--- src/rtl/press_pkg.sv ---
// press_pkg: shared state encoding and default constants for the press decoder
package press_pkg;
    localparam int CNT_W        = 10;
    localparam int LONG_CYC_DEF = 16;
    localparam int DBL_GAP_DEF  = 8;
    localparam logic [2:0] ARM    = 3'd0;
    localparam logic [2:0] IDLE   = 3'd1;
    localparam logic [2:0] PRESS1 = 3'd2;
    localparam logic [2:0] WAIT2  = 3'd3;
    localparam logic [2:0] HELD   = 3'd4;
endpackage

--- src/rtl/press_timer.sv ---
// press_timer: gesture cycle counter with clear-to-1, increment and terminal compare
//   clk, rst     : clock, synchronous active-high reset (count returns to 0)
//   clr_i        : load count with 1 (first sample of a new phase)
//   inc_i        : advance count by one
//   term_i       : terminal value compared against the current count
//   tc_o         : high while count equals term_i
module press_timer
    import press_pkg::*;
(
    input  logic             clk,
    input  logic             rst,
    input  logic             clr_i,
    input  logic             inc_i,
    input  logic [CNT_W-1:0] term_i,
    output logic             tc_o
);
    logic [CNT_W-1:0] cnt_q, cnt_d;
    always_comb cnt_d = clr_i ? CNT_W'(1) : inc_i ? cnt_q + CNT_W'(1) : cnt_q;
    always_ff @(posedge clk) cnt_q <= rst ? '0 : cnt_d;
    assign tc_o = cnt_q == term_i;
endmodule

--- src/rtl/press_decoder.sv ---
// press_decoder: classifies button activity into short, long and double press pulses
//   clk, rst  : clock, synchronous active-high reset
//   btn       : debounced clk-synchronous button level, 1 = pressed
//   short_p   : one-cycle pulse for a single short press
//   long_p    : one-cycle pulse for a long press
//   double_p  : one-cycle pulse for a double press
//   busy      : high while a gesture is being classified or held
module press_decoder
    import press_pkg::*;
#(
    parameter int LONG_CYC = LONG_CYC_DEF,
    parameter int DBL_GAP  = DBL_GAP_DEF
) (
    input  logic clk,
    input  logic rst,
    input  logic btn,
    output logic short_p,
    output logic long_p,
    output logic double_p,
    output logic busy
);
    localparam logic [CNT_W-1:0] LONG_T = CNT_W'(LONG_CYC - 1);
    localparam logic [CNT_W-1:0] DBL_T  = CNT_W'(DBL_GAP - 1);
    logic [2:0] state_q, state_d;
    logic       short_q, short_d, long_q, long_d, dbl_q, dbl_d;
    logic       clr, inc, tc;
    logic [CNT_W-1:0] term;
    assign term = state_q == PRESS1 ? LONG_T : DBL_T;
    press_timer u_timer (
        .clk    (clk),
        .rst    (rst),
        .clr_i  (clr),
        .inc_i  (inc),
        .term_i (term),
        .tc_o   (tc)
    );
    // Release beats the long threshold and a new press beats the gap timeout,
    // so the btn test comes before the terminal-count test in both phases.
    always_comb begin
        state_d = state_q;
        clr     = 1'b0;
        inc     = 1'b0;
        short_d = 1'b0;
        long_d  = 1'b0;
        dbl_d   = 1'b0;
        case (state_q)
            ARM:  state_d = btn ? ARM : IDLE;
            IDLE: begin
                state_d = btn ? PRESS1 : IDLE;
                clr     = btn;
            end
            PRESS1: begin
                state_d = !btn ? WAIT2 : tc ? HELD : PRESS1;
                clr     = !btn;
                long_d  = btn && tc;
                inc     = btn && !tc;
            end
            WAIT2: begin
                state_d = btn ? HELD : tc ? IDLE : WAIT2;
                dbl_d   = btn;
                short_d = !btn && tc;
                inc     = !btn && !tc;
            end
            HELD:    state_d = btn ? HELD : IDLE;
            default: state_d = ARM;
        endcase
    end
    always_ff @(posedge clk) begin
        state_q <= rst ? ARM  : state_d;
        short_q <= rst ? 1'b0 : short_d;
        long_q  <= rst ? 1'b0 : long_d;
        dbl_q   <= rst ? 1'b0 : dbl_d;
    end
    assign short_p  = short_q;
    assign long_p   = long_q;
    assign double_p = dbl_q;
    assign busy     = state_q == PRESS1 || state_q == WAIT2 || state_q == HELD;
endmodule
--- config.mk ---
export PLATFORM = sky130hd
export DESIGN_NAME = press_decoder
export DESIGN_NICKNAME = d
export VERILOG_FILES = /design/src/rtl/press_pkg.sv /design/src/rtl/press_timer.sv /design/src/rtl/press_decoder.sv
export SDC_FILE = /design/constraint.sdc
export NUM_CORES = 1
export LEC_CHECK = 0
export CORE_UTILIZATION = 25
export CTS_CLUSTER_DIAMETER = 30
export DETAILED_ROUTE_END_ITERATION = 12
export PLACE_DENSITY_LB_ADDON = 0.2
export SETUP_SLACK_MARGIN = 0.3
export SYNTH_ARGS = -nofsm -noshare
export SYNTH_HDL_FRONTEND = slang
export SYNTH_HIERARCHICAL = 1
export SYNTH_SLANG_ARGS = --single-unit
export TNS_END_PERCENT = 20
--- constraint.sdc ---
create_clock -name clk -period 2.6 [get_ports clk]
set_input_delay 0.52 -clock clk [delete_from_list [all_inputs] [get_ports clk]]
set_output_delay 0.52 -clock clk [all_outputs]
set_load 0.01 [all_outputs]
Word-level counts from Yosys, hierarchy flattened
Index checks and enable logic that the tools add are counted.
Word-level totals
  register bits after elaboration: 16
  output and inout bits: 4
  word-level logic and storage cells: 40
  input bits: 3
Operators by class
  add/subtract/negate cells: 1
  eq/ne operators: 5
  reduce and logical (&&, ||, !) cells: 13
  bitwise operators: 2
  multiplexer cells: 13
Operator list (number)
  3-bit case mux with 5 select lines: 1
  3-bit two-way mux: 4
  10-bit by 1-bit adder with 10-bit output (second input constant): 1
  10-bit by 4-bit equality test with 1-bit output: 1
  3-bit by 2-bit equality test with 1-bit output (second input constant): 2
  2-bit OR reduction: 3
  1-bit logical AND: 4
  2-bit two-way mux: 2
  4-bit two-way mux: 1
  1-bit case mux with 2 select lines: 2
  3-bit by 1-bit equality test with 1-bit output (second input constant): 1
  3-bit equality test (second input constant): 1
  3-bit logical NOT: 1
  1-bit two-way mux: 3
  1-bit logical NOT: 2
  1-bit logical OR: 2
  1-bit NOT: 2
  2-bit nonzero test: 1

Logic depth before layout (Yosys ltp)
  depth in word-level cells: 8
  mapped depth: 11
  depth with buffers taken out: 9

Modules after synthesis
The synthesis kept the hierarchy.
Modules (own cells, without submodules)
  press_timer: instances 1, cells an instance 64, sequential area each 200.2 um^2, area each 570.5 um^2
  press_decoder: instances 1, cells an instance 40, sequential area each 120.1 um^2, area each 329.1 um^2

Worst setup path after synthesis
OpenSTA, ideal clock, no wires.
  path type: reg2reg
  start: register state_q[2]
  end: register u_timer.cnt_q[7]
  stages on the path, launching flop included: 11
  library setup time: 0.070 ns
  clock period less this slack: 2.060 ns
  setup slack: 0.540 ns
  required time: 2.530 ns
  buffers on the path: 1
  arrival: 1.990 ns
  cells stage by stage: dfxtp_1 > nand2b_1 > nor2_1 > xnor2_1 > nand4_1 > nor4_1 > nor3_1 > clkbuf_2 > nand4_4 > or4_1 > a21oi_1
On the way
  longest elaborated chain between the ends: 6
  elaborated cells on any way between the ends: 11
  those cells by class: eq/ne: 4; mux: 3; reduce/logical: 4
Ends and longest elaborated chain
  start, declared: line press_decoder.sv:24  | logic [2:0] state_q, state_d;
  start signal, assigned: line press_decoder.sv:69  | state_q <= rst ? ARM : state_d;
  3-bit by 2-bit equality test with 1-bit output *: line press_decoder.sv:28  | assign term = state_q == PRESS1 ? LONG_T : DBL_T;
  4-bit two-way mux *: line press_decoder.sv:28
  via term[3]: line press_decoder.sv:27  | logic [CNT_W-1:0] term;
  10-bit by 4-bit equality test with 1-bit output *: line press_timer.sv:20  | assign tc_o = cnt_q == term_i;
  via tc: line press_decoder.sv:26  | logic clr, inc, tc;
  1-bit logical NOT *: line press_decoder.sv:56, press_decoder.sv:62
  1-bit logical AND (on tied branches): line press_decoder.sv:62, press_decoder.sv:56
  1-bit case mux with 2 select lines *: line press_decoder.sv:46  | case (state_q)
  via inc: line press_decoder.sv:26
  end signal, assigned: line press_timer.sv:19  | always_ff @(posedge clk) cnt_q <= rst ? '0 : cnt_d;
  end, declared: line press_timer.sv:17  | logic [CNT_W-1:0] cnt_q, cnt_d;
Mark *: on every way through the listed nets, which the timed path passes. The rest lies on a longest branch.
A chain may end at the register's enable or synchronous reset.

Worst setup path after layout
  start: input btn
  end: register u_timer.cnt_q[9]
On the way
  longest elaborated chain between the ends: 3
  elaborated cells on any way between the ends: 6
  those cells by class: mux: 2; reduce/logical: 4
Ends and longest elaborated chain
  start, declared: line press_decoder.sv:16  | input logic btn,
  1-bit logical NOT: line press_decoder.sv:62  | inc = !btn && !tc;
  1-bit logical AND: line press_decoder.sv:62
  1-bit case mux with 2 select lines *: line press_decoder.sv:46
  via inc: line press_decoder.sv:26
Marked as above.

==> impl_metrics.yaml <==
routing:
  detail-route-antenna-nets: 0
  vias_per_cell: 4.615
  wire_per_inst_um: 11.16
  vias: 780
  dr.pass1.iters: 4
  drc: 0
  drt_iter0_drc: 44
  routed_wl_um: 1886
yosys:
  synthAdderAreaFrac_pct: 4.172
  synth-seq-cells: 16
  synthTopCellsByCount: "dfxtp_1, nor2_1, xnor2_1, a21oi_1"
  netlist.area_leader.share_pct: 35.61
  synth_compound_area_share_pct: 13.63
  synth_top_family_by_area: "simple AND/OR/NAND/NOR gates"
  netlist_area_um2: 899.6
  yosysSeqAreaShare_pct: 35.61
  synth_cell_types: 31
  synth_most_common_cell: "dfxtp_1"
  synth_simple_gate_area_share_pct: 25.87
  yosys_warnings: 6
  async_flop_share_pct: 0
  synthTopCellsByArea: "dfxtp_1, xnor2_1, xor2_1"
  synth_flop_cell: "dfxtp_1"
  yosysTopAreaCell: "dfxtp_1"
  synth_xor_area_share_pct: 13.63
  syn_inst: 104
  synth-edff-count: 0
  muxShareOfSynthArea_pct: 1.113
  synth_area_per_cell_um2: 8.650
layout:
  final_util_pct: 32.89
  n_antenna_cell: 0
  finalInstanceArea_mm2: 0.001115
  instances_no_fill: 169
  drive_gt1_share_pct: 14.63
  fillers: 355
  nets: 130
  final-seq-area_um2: 324.1
  multiInputGateArea_um2: 584.3
  syn2layout_area_growth_pct: 23.92
grt:
  grt_pass1_wl_um: 2953
  first_global_vias: 712
  track_usage_pct: 10.45
  grt_max_degree: 11
  grt_overflow_total: 0
  grt_antenna_before_repair: 0
min_path:
  whs_path_depth: 2
  worstHoldEndpoint: "u_timer/cnt_q[9]$_SDFFE_PP0P_"
  min_from: "u_timer/cnt_q[9]$_SDFFE_PP0P_"
  hold_path.class: "reg -> reg"
setup_path:
  crit_path_end_kind: "flop"
  regToRegSetupSlack_ns: 0.54
  setup.worst_path.class: "in -> reg"
  r2r-start: "state_q[1]$_SDFF_PP0_"
  r2r_end: "u_timer/cnt_q[5]$_SDFFE_PP0P_"
  rr_worst_depth: 11
  cp-start-kind: "input pin"
  crit_required_ns: 2.82
  critPathMaxFanout: 7
  crit_arrival_ns: 2.38
floorplan:
  ioPinCount: 7
  die_w_um: 61.99
  die_h_um: 61.99
  start_util_pct: 26.54
  fp-row-count: 21
  die_area_mm2: 0.003842
  coreArea_mm2: 0.003390
timing:
  hold_viol: 0
  fin_crit_sh_pct: 83.11
  min_period_ns: 2.161
  setup_tns_ns: 0
  fmax_mhz: 462.8
  slew_headroom_pct: 66.98
  grt_setup_unrepaired: "no"
  slew_viol_final: 0
  tightest_slew_ns: 0.4908
  fin_skew_ns: 0.001604
  setup_viol_count_final: 0
placed_design:
  post_dp_cell_area_mm2: 0.001042
  dp_hpwl_um: 1314
  gp_congestion: 0.7692
  place_inst: 163
  port_buffers: 6
pwr:
  irDropWorstVdd_v: 0.0002701
  power_density_mw_per_mm2: 422.8
  leakagePower_uw: 0.0004166
  total_power_uw: 471.3
clock_network:
  cts_htree_levels: 1
  cts_root_buf: "clkbuf_4"
  cts_buffers: 3
  cts_hold_buffers: 0
  path_clk_slew_ns: 0.10
  clockBufferDepth: 2
  cts_tree: "done"
  cts.sinks: 16
  clk_latency_ns: 0.28
outcome:
  outcome: "finished, final reports clean"
run:
  max-cap-violations: 0
-- cells by family after synthesis --
kind of cell / after synthesis
AND/OR/NAND/NOR: 41
XOR/XNOR: 14
flip-flops: 16
adder cells (fa/ha/maj): 3
AO/OA/AOI/OAI: 19
buffers and inverters: 8
multiplexers: 1
other: 2
-- per-stage QoR --
step / worst slack [ns] / hold WS [ns]
6_report: 0.4391 / 0.5049
5_1_grt: 0.3441 / 0.5433
4_1_cts: 0.3004 / 0.5071
3_5_place_dp: 0.02505 / 0.4922
3_3_place_gp: 0.05301 / 0.4749
2_1_floorplan: 0.5396 / 0.4635
-- per-layer routing --
layer	up-vias	track usage (%)	routed length [um]
li1	399	-	-
met3	2	3.727	56
met1	366	12.63	948
met2	13	17.93	869
met5	-	0	0
met4	0	1.905	11
-- state kept, by name, summed over array words and instances, names as in the netlist --
| register | cells |
|---|---|
| short_p | 1 |
| u_timer/cnt_q | 10 |
| double_p | 1 |
| long_p | 1 |
| state_q | 3 |
-- cell usage in the layout (no fill, tap or decap), types with 2 or more instances in the layout --
cell and n:
nand2b_1 2, nor4_1 2, o21a_1 3, nand4_1 5, clkdlybuf4s50_1 6, nand2_1 6
xor2_1 6, dfxtp_1 13, a21oi_1 7, nor2_1 11, or4_1 3, xnor2_1 8
conb_1 9, nor3_1 2, inv_1 4, ha_1 3, buf_4 5, clkbuf_4 3
o31ai_1 3, a211oi_1 2, nand3b_1 3, dfxtp_2 3
-- worst max-delay path: stages --
cell,delay (ns)
clkdlybuf4s50_1,0.48
inv_1,0.06
ha_1,0.30
nor3_2,0.15
buf_4,0.19
nand4_4,0.11
or4_1,0.42
a21oi_1,0.15
-- final cells by class --
| class | count | share of cell area [%] |
|---|---|---|
| Sequential cell | 16 | 29.07 |
| Timing Repair Buffer | 11 | 8.754 |
| Inverter | 4 | 1.347 |
| Tap cell | 46 | 5.163 |
| Clock buffer | 4 | 3.255 |
| Multi-Input combinational cell | 88 | 52.41 |
-- power by group --
group          switching, uW  internal [uW]  total, uW  leakage, uW
clock                   80.5           85.2        166    0.0000210
sequential              8.21            249        257     0.000131
combinational           25.2           23.2       48.4     0.000265
total                    114            357        471     0.000417
-- repair_timing --
item | in CTS | in global routing
setup buffers | 0 | 1
gates cloned | 0 | 1
endpoints found under the setup margin | 2 | 10
gates resized for setup | 1 | 4
pin swaps | 0 | 2
-- how the worst max path moves through the flow --
stage | start | endpoint | slack, ns | cells after the start
2_1_floorplan | state_q[2]$_SDFF_PP0_ | u_timer/cnt_q[7]$_SDFFE_PP0P_ | 0.54 | 10
3_3_place_gp | btn | u_timer/cnt_q[7]$_SDFFE_PP0P_ | 0.05 | 8
3_5_place_dp | btn | u_timer/cnt_q[7]$_SDFFE_PP0P_ | 0.03 | 8
4_1_cts | state_q[1]$_SDFF_PP0_ | u_timer/cnt_q[7]$_SDFFE_PP0P_ | 0.30 | 10
5_1_grt | state_q[1]$_SDFF_PP0_ | u_timer/cnt_q[5]$_SDFFE_PP0P_ | 0.34 | 11
6_report | btn | u_timer/cnt_q[9]$_SDFFE_PP0P_ | 0.44 | 8
Power figures use the tool's default switching activity.
